[src/rtl/pipe_cla_adder.sv]
// Two-stage pipelined carry-lookahead adder/subtractor with valid/ready handshake.
// Optional saturation on signed overflow is enabled by defining PIPE_CLA_SAT_EN.
module pipe_cla_adder #(
    parameter int WIDTH = 16,
    parameter int BLOCK = 4
) (
    input  logic             clk,
    input  logic             rst,
    input  logic             in_valid,
    output logic             in_ready,
    input  logic [WIDTH-1:0] a,
    input  logic [WIDTH-1:0] b,
    input  logic             c_in,
    input  logic             sub,
    output logic             out_valid,
    input  logic             out_ready,
    output logic [WIDTH-1:0] s,
    output logic             c_out,
    output logic             ovf,
    output logic             zero
);
    localparam int NG = WIDTH / BLOCK;

    logic [WIDTH-1:0] bx;
    logic [WIDTH-1:0] g_d, p_d;
    logic [NG-1:0]    gg_d, gp_d;
    logic             cin_d;

    logic [WIDTH-1:0] g_q, p_q;
    logic [NG-1:0]    gg_q, gp_q;
    logic             cin_q, amsb_q, bmsb_q;
    logic             v1_q;

    logic [NG:0]      gc;
    logic [WIDTH-1:0] sum;
    logic [WIDTH-1:0] s_d;
    logic             c_d, ovf_d, zero_d;

    logic [WIDTH-1:0] s_q;
    logic             c_q, ovf_q, zero_q, ov_q;
    logic             adv2;

    assign adv2     = !ov_q || out_ready;
    assign in_ready = !v1_q || adv2;

    assign bx    = sub ? ~b : b;
    assign cin_d = sub ? 1'b1 : c_in;
    assign g_d   = a & bx;
    assign p_d   = a ^ bx;

    always_comb begin
        gg_d = '0;
        gp_d = '1;
        for (int j = 0; j < NG; j++) begin
            for (int i = 0; i < BLOCK; i++) begin
                gg_d[j] = g_d[j*BLOCK+i] | (p_d[j*BLOCK+i] & gg_d[j]);
                gp_d[j] = gp_d[j] & p_d[j*BLOCK+i];
            end
        end
    end

    // Each group carry is a flat sum of products over the group G/P terms.
    always_comb begin
        logic t;
        t     = 1'b0;
        gc    = '0;
        gc[0] = cin_q;
        for (int j = 1; j <= NG; j++) begin
            for (int k = 0; k < j; k++) begin
                t = gg_q[k];
                for (int m = k + 1; m < j; m++) t = t & gp_q[m];
                gc[j] = gc[j] | t;
            end
            t = cin_q;
            for (int m = 0; m < j; m++) t = t & gp_q[m];
            gc[j] = gc[j] | t;
        end
    end

    always_comb begin
        logic c;
        c   = 1'b0;
        sum = '0;
        for (int j = 0; j < NG; j++) begin
            c = gc[j];
            for (int i = 0; i < BLOCK; i++) begin
                sum[j*BLOCK+i] = p_q[j*BLOCK+i] ^ c;
                if (i < BLOCK - 1)
                    c = g_q[j*BLOCK+i] | (p_q[j*BLOCK+i] & c);
            end
        end
    end

    always_comb begin
        c_d   = gc[NG];
        ovf_d = (amsb_q == bmsb_q) && (sum[WIDTH-1] != amsb_q);
        s_d   = sum;
`ifdef PIPE_CLA_SAT_EN
        if (ovf_d)
            s_d = amsb_q ? {1'b1, {(WIDTH-1){1'b0}}} : {1'b0, {(WIDTH-1){1'b1}}};
`endif
        zero_d = (s_d == '0);
    end

    always_ff @(posedge clk or posedge rst) begin
        if (rst) begin
            v1_q   <= 1'b0;
            g_q    <= '0;
            p_q    <= '0;
            gg_q   <= '0;
            gp_q   <= '0;
            cin_q  <= 1'b0;
            amsb_q <= 1'b0;
            bmsb_q <= 1'b0;
        end else if (in_ready) begin
            v1_q <= in_valid;
            if (in_valid) begin
                g_q    <= g_d;
                p_q    <= p_d;
                gg_q   <= gg_d;
                gp_q   <= gp_d;
                cin_q  <= cin_d;
                amsb_q <= a[WIDTH-1];
                bmsb_q <= bx[WIDTH-1];
            end
        end
    end

    always_ff @(posedge clk or posedge rst) begin
        if (rst) begin
            ov_q   <= 1'b0;
            s_q    <= '0;
            c_q    <= 1'b0;
            ovf_q  <= 1'b0;
            zero_q <= 1'b0;
        end else if (adv2) begin
            ov_q <= v1_q;
            if (v1_q) begin
                s_q    <= s_d;
                c_q    <= c_d;
                ovf_q  <= ovf_d;
                zero_q <= zero_d;
            end
        end
    end

    assign out_valid = ov_q;
    assign s         = s_q;
    assign c_out     = c_q;
    assign ovf       = ovf_q;
    assign zero      = zero_q;

endmodule
[config.mk]
export PLATFORM = sky130hd
export DESIGN_NAME = pipe_cla_adder
export DESIGN_NICKNAME = d
export VERILOG_FILES = /design/src/rtl/pipe_cla_adder.sv
export SDC_FILE = /design/constraint.sdc
export NUM_CORES = 1
export LEC_CHECK = 0
export CELL_PAD_IN_SITES_DETAIL_PLACEMENT = 1
export CELL_PAD_IN_SITES_GLOBAL_PLACEMENT = 1
export CORE_MARGIN = 2
export CORE_UTILIZATION = 45
export DETAILED_ROUTE_END_ITERATION = 8
export PLACE_DENSITY = 0.91
export REMOVE_ABC_BUFFERS = 1
export SYNTH_ARGS = -nofsm -noshare
export SYNTH_HDL_FRONTEND = slang
export SYNTH_SLANG_ARGS = --single-unit
[constraint.sdc]
create_clock -name clk -period 5.3 [get_ports clk]
set_clock_uncertainty 0.1 [all_clocks]
set_input_delay 0.53 -clock clk [delete_from_list [all_inputs] [get_ports clk]]
set_output_delay 0.53 -clock clk [all_outputs]
set_load 0.03 [all_outputs]
==> impl_results.md, run 1 <==
* WP buf/inv at 0
* Leakage at 1.81 nW
* Startpoint types: register
* CP Capture Type: register
* Die ar. at 7440 sq um
* Syn avg cell area at 12.6 sq um
* Number of synthesized register bits at 60
* Critical Path Start: cin_q
* Global-route usage over all layers at 21.6%
* Syn. warnings at 0
* Hold Fails Final Rpt at 0
* Critical Path End: zero
* Share of cells above drive strength 1 at 23.5%
* Area Overhead vs Synth at 28.0%
* Final net count at 368
* Crit path max-delay cell type: dfrtp_1
* Setup ws final at about 2200 ps
* Worst r2r src: cin_q
* Post-DP HPWL at about 5200 um
* Clock slew at reported path FFs at 70 ps
* Setup bufs post-CTS at 0
* MaxCap Viol Count at 0
* Deepest clock path buffer count at 2
* H-tree levels at 3
* Pwr dens at roughly 460 nW/um^2
* Vias at approximately 2,100
* Period minus WS final at roughly 3100 ps
* Initial Utilization at 47.2%
* Cts hold-fix bufs at 0
* RSZ-0062 raised after global routing: false
* Delay-heaviest family, CP: simple AND/OR/NAND/NOR gates
* Mapped Cells at 241
* Slew margin rel. at between 20% and 30%
* Distinct cells, synth at 27
* GPL Wtd Cong at 0.778
* Crit path required time at around 5500 ps
* Starting DRC count in detailed routing at 82
* Seq/Total Area, Yosys at approximately half
* Die Wd at 86.3 um
* Worst-margin pin slew at 1050 ps
* Antenna Cells at 0
* Critical path type: reg -> reg
* Cell depth of the worst flop-to-flop path at 12
* Vias in the first global route at roughly 2,400
* Final Cycle Share at 59.4%
* Via-to-Cell Ratio at 5.51
* Port Buffers at 58
* First-pass GRT wire length at 12,000 um
* Hold Path Class: reg -> reg
* Core ar. at 6460 sq um
* Total power at about 1.8 mW
* CP max FO at 3
* Mapped Area at slightly above 3000 sq um
* Total grt overflow at 0
* Critical Path AT at 3320 ps
* CP Cell Sequence: a21o_1 > a21o_1 > a21o_1 > ha_1 > or2_2 > ha_1 > or2_2 > ha_1 > nor2_1 > xor2_1 > and4_1 > a22o_1
* Final hold slack at 398 ps
* Clk Latency, worst-skew pair at 340 ps
* Reg2reg setup slack at 2150 ps
* Post-CTS sizing at 0
* Initial antenna violation count at 0
* DP Worst Slack at 2160 ps
* Cell Rows at 29
* CTS tree: done
* Ports at 59
* CP peak stage delay at 400 ps
* Drt total wl at between 7000 and 8000 um
* Status: complete, no violations
* Num Clock Sinks at 60
* Largest net degree at the start of global routing at 61
* Dpl cell area at 3670 sq um
* Design area at 3900 sq um
* # DRC at 0
* Die Ht at approximately 86 um
* R2r endpoint: zero
* Worst vdd ir at about 0.00025 V
* Clk root buf: clkbuf_8
* Routed WL per cell at 19.2 um
* Setup TNS at 0 ps
* Final setup fails at 0
* Fin. max-slew vios at 0
* Inserted Clock Buffers at 9
* WP depth at 12
* Fmax at 318 MHz
* Post-route ant nets at 0
* Drt pass-1 iters at 4
==> stage by stage <==
step | cells | util, %
6_report | 384 | 60.4
3_3_place_gp | 368 | 56.8
2_1_floorplan | 232 | -
5_1_grt | 384 | 60.4
3_5_place_dp | 368 | 56.8
4_1_cts | 384 | 60.4
==> layer usage <==
metal,track usage (%),part of all wire (%)
met1,24.7,39
met2,38.5,55
met3,5.24,3.7
met4,9.38,2.6
met5,0,0
==> cell usage in the layout, fill, tap and decap left out, drive strengths merged, types with 4 or more instances in the layout <==
| cell type | count |
|---|---|
| ha | 28 |
| dfrtp | 60 |
| nor2 | 7 |
| clkbuf | 12 |
| a21oi | 5 |
| or2 | 8 |
| nand2 | 16 |
| a21o | 11 |
| mux2 | 42 |
| xor2 | 20 |
| nand4 | 4 |
| clkdlybuf4s50 | 58 |
| o21ai | 14 |
==> cell type report <==
cell class	instances	area (sq um)
Clock buffer	12	165
Multi-Input combinational cell	171	1480
Sequential cell	60	1500
Clock inverter	4	70.1
Fill cell	669	2560
Timing Repair Buffer	59	588
Inverter	1	3.75
Tap cell	77	96.3
==> how the worst min path moves through the flow <==
stage / start / slack (ps) / depth (start not counted) / to
after detailed placement: gp_q[3] / 380 / 2 / gp_q[3]
final: s[7] / 400 / 2 / s[7]
after floorplan: gp_q[0] / 350 / 2 / gp_q[0]
after global placement: gp_q[3] / 370 / 2 / gp_q[3]
after CTS: s[7] / 400 / 2 / s[7]
after global routing: g_q[6] / 420 / 1 / g_q[6]
==> worst register-to-register path, stage by stage, from the launching register on <==
cell     delay [ps]
dfrtp_1         400
a21o_1          200
a21o_1          250
a21o_1          210
ha_1            180
or2_2           280
ha_1            180
or2_2           280
ha_1            180
nor2_1          220
xor2_1          240
and4_1          230
a22o_1          140
==> cell usage after synthesis (all sizes together) <==
cell type,instances,share of area [%]
a2111oi,1,0.90
a21o,11,2.7
a21oi,5,0.82
a22o,1,0.29
and2,1,0.21
and4,1,0.29
buf,9,2.1
dfrtp,60,49
ha,28,11
inv,1,0.12
mux2,42,16
mux2i,1,0.33
nand2,16,2.1
nand2b,3,0.62
nand3,1,0.16
nand3b,1,0.37
nand4,4,0.82
nor2,7,0.86
nor3,2,0.33
nor4,3,0.62
o21ai,14,2.3
or2,8,1.6
xnor2,1,0.29
xor2,20,5.7
==> cell families (layout without fill, tap and decap cells) <==
logic type,after synthesis,in the layout,synth area share [%]
flip-flops,60,60,49.3
AND/OR/NAND/NOR,47,47,8.05
multiplexers,43,43,15.9
AO/OA/AOI/OAI,32,32,7.02
adder cells (fa/ha/maj),28,28,11.5
XOR/XNOR,21,21,6.04
buffers and inverters,10,76,2.26
==> sequential cells by signal, indices dropped and copies added, names as in the netlist <==
register	flops
g_q	12
cin_q	1
p_q	16
out_valid	1
bmsb_q	1
gp_q	4
c_out	1
s	16
ovf	1
amsb_q	1
v1_q	1
zero	1
gg_q	4
==> where the power goes <==
part	switching, mW	total (mW)	leakage [nW]	internal (mW)
Clock	0.183	0.484	0.122	0.302
Combinational	0.351	0.664	0.956	0.313
Sequential	0.0779	0.659	0.732	0.582
No activity file was read; power rests on OpenSTA's default activity.
==> inputs of run 2 (changes only) <==
--- a/config.mk
+++ b/config.mk
@@ -8,9 +8,9 @@
 export CELL_PAD_IN_SITES_DETAIL_PLACEMENT = 1
 export CELL_PAD_IN_SITES_GLOBAL_PLACEMENT = 1
 export CORE_MARGIN = 2
-export CORE_UTILIZATION = 45
+export CORE_UTILIZATION = 41
 export DETAILED_ROUTE_END_ITERATION = 8
-export PLACE_DENSITY = 0.91
+export PLACE_DENSITY = 0.85
 export REMOVE_ABC_BUFFERS = 1
 export SYNTH_ARGS = -nofsm -noshare
 export SYNTH_HDL_FRONTEND = slang
==> constraint.sdc (replaced) <==
create_clock -name clk -period 3.3 [get_ports clk]
set_clock_uncertainty 0.1 [all_clocks]
set_input_delay 0.33 -clock clk [delete_from_list [all_inputs] [get_ports clk]]
set_output_delay 0.33 -clock clk [all_outputs]
set_load 0.03 [all_outputs]
==> impl_results.md, run 2 (synthesis results as in run 1) <==
* Period minus WS final at 3080 ps
* Global-route usage over all layers at 19.4%
* Placed instance count at just under 400
* Post-route ant nets at 0
* DP Worst Slack at a little under 300 ps
* Final core utilization at 55.4%
* Pwr dens at approximately 750 nW/um^2
* Pint at 1.99 mW
* Non-filler cells, final at 411
* Die Ht at 90.2 um
* RSZ-0062 raised after global routing: false
* Hold Path Class: in -> async
* Deepest clock path buffer count at 2
* Die ar. at 8140 sq um
* Status: complete, no violations
* Post-CTS sizing at 0
* Largest net degree at the start of global routing at 33
* Critical path type: reg -> reg
* Final setup fails at 0
* Share of cells above drive strength 1 at 24.4%
* Worst-margin pin slew at 698 ps
* Worst vdd ir at 0.000308 V
* Startpoint types: register
* First-pass GRT wire length at 12,200 um
* Starting DRC count in detailed routing at 43
* Slew margin rel. at 53.4%
* Post-DP HPWL at 5320 um
* Fmax at 325 MHz
* Inserted Clock Buffers at 9
* Fin. max-slew vios at 0
* Setup TNS at 0 ps
* Die Wd at 90.2 um
* Hold Fails Final Rpt at 0
* Final Cycle Share at 93.3%
* H-tree levels at 3
* CTS tree: done
* Core ar. at about 7000 sq um
* Initial Utilization at 42.2%
* Vias at 2,119
* Total grt overflow at 0
* Clk Latency, worst-skew pair at 340 ps
* Ports at 59
* Setup bufs post-CTS at 0
* Net load switching power at 0.990 mW
* Antenna Cells at 0
* Setup ws final at 221 ps
* Crit path required time at 3430 ps
* Clock slew at reported path FFs at 70 ps
* Leakage at around 1.8 nW
* MaxCap Viol Count at 0
* Clock network power share at 27.9%
* # DRC at 0
* Area Overhead vs Synth at 31.1%
* CP max FO at 3
* Vias in the first global route at 2,373
* Clk root buf: clkbuf_8
* Most frequent cells in the layout: dfrtp_1, clkdlybuf4s50_1, mux2_2
* Switch share at between 30% and 40%
* Cts hold-fix bufs at 0
* Routed WL per cell at 17.9 um
* GPL Wtd Cong at 0.775
* Most common cell after layout, fill and taps aside: dfrtp_1
* Critical Path AT at 3200 ps
* Drt total wl at roughly 7300 um
* Via-to-Cell Ratio at 5.16
* Cell Rows at 31
* Final net count at 373
* Comb pwr share at 36.0%
* Num Clock Sinks at 60
* Drt pass-1 iters at 6
* Port Buffers at 58
* Sequential Power Share at a little over a third
* Initial antenna violation count at 0
* CP Capture Type: register
-- run 2: through the flow --
stage	cell area, sq um	power, mW	hold WS, ps
CTS	3990	3.01	328
detailed placement	3740	2.15	374
floorplan	2980	1.67	338
global placement	3740	2.10	368
finish	3990	2.98	316
global route	3990	3.12	376
-- run 2: worst max-delay path, stage by stage (launching register included) --
cell	delay [ps]
dfrtp_1	400
a21o_1	200
a21o_1	240
a21o_1	190
ha_1	170
or2_2	270
ha_1	180
or2_2	280
ha_1	200
nor2_1	210
xor2_1	120
and4_1	220
a22o_1	170
-- run 2: area by class of cell --
type	instances	area, sq um
Fill cell	746	3220
Sequential cell	60	1500
Multi-Input combinational cell	171	1480
Timing Repair Buffer	64	638
Clock buffer	12	155
Tap cell	99	124
Clock inverter	4	95.1
Inverter	1	3.75
-- run 2: power groups by stage --
| stage | clock network, mW | logic (mW) | registers (mW) |
|---|---|---|---|
| after floorplan | 0 | 0.419 | 1.25 |
| after global placement | 0 | 1.02 | 1.07 |
| after detailed placement | 0 | 1.06 | 1.08 |
| after CTS | 0.845 | 1.09 | 1.08 |
| after global routing | 0.873 | 1.15 | 1.10 |
| final | 0.831 | 1.07 | 1.07 |
-- run 2: path summary, 6_finish.rpt --
path	start	slack, ps	depth (start not counted)	to
max	cin_q	220	12	zero
min	rst	320	2	s[14]
max reg2reg	cin_q	220	12	zero
min reg2reg	gp_q[3]	410	2	gp_q[3]
max in group asynchronous	rst	2090	3	p_q[5]
min in group clk	gp_q[3]	410	2	gp_q[3]
-- run 2: routing by layer --
metal	part of all wire, %	up-vias	track usage (%)
met1	42	1068	23.3
met3	3.5	16	4.02
met2	53	49	33.6
met4	2.2	0	8.46
li1	-	986	-
met5	0	-	0
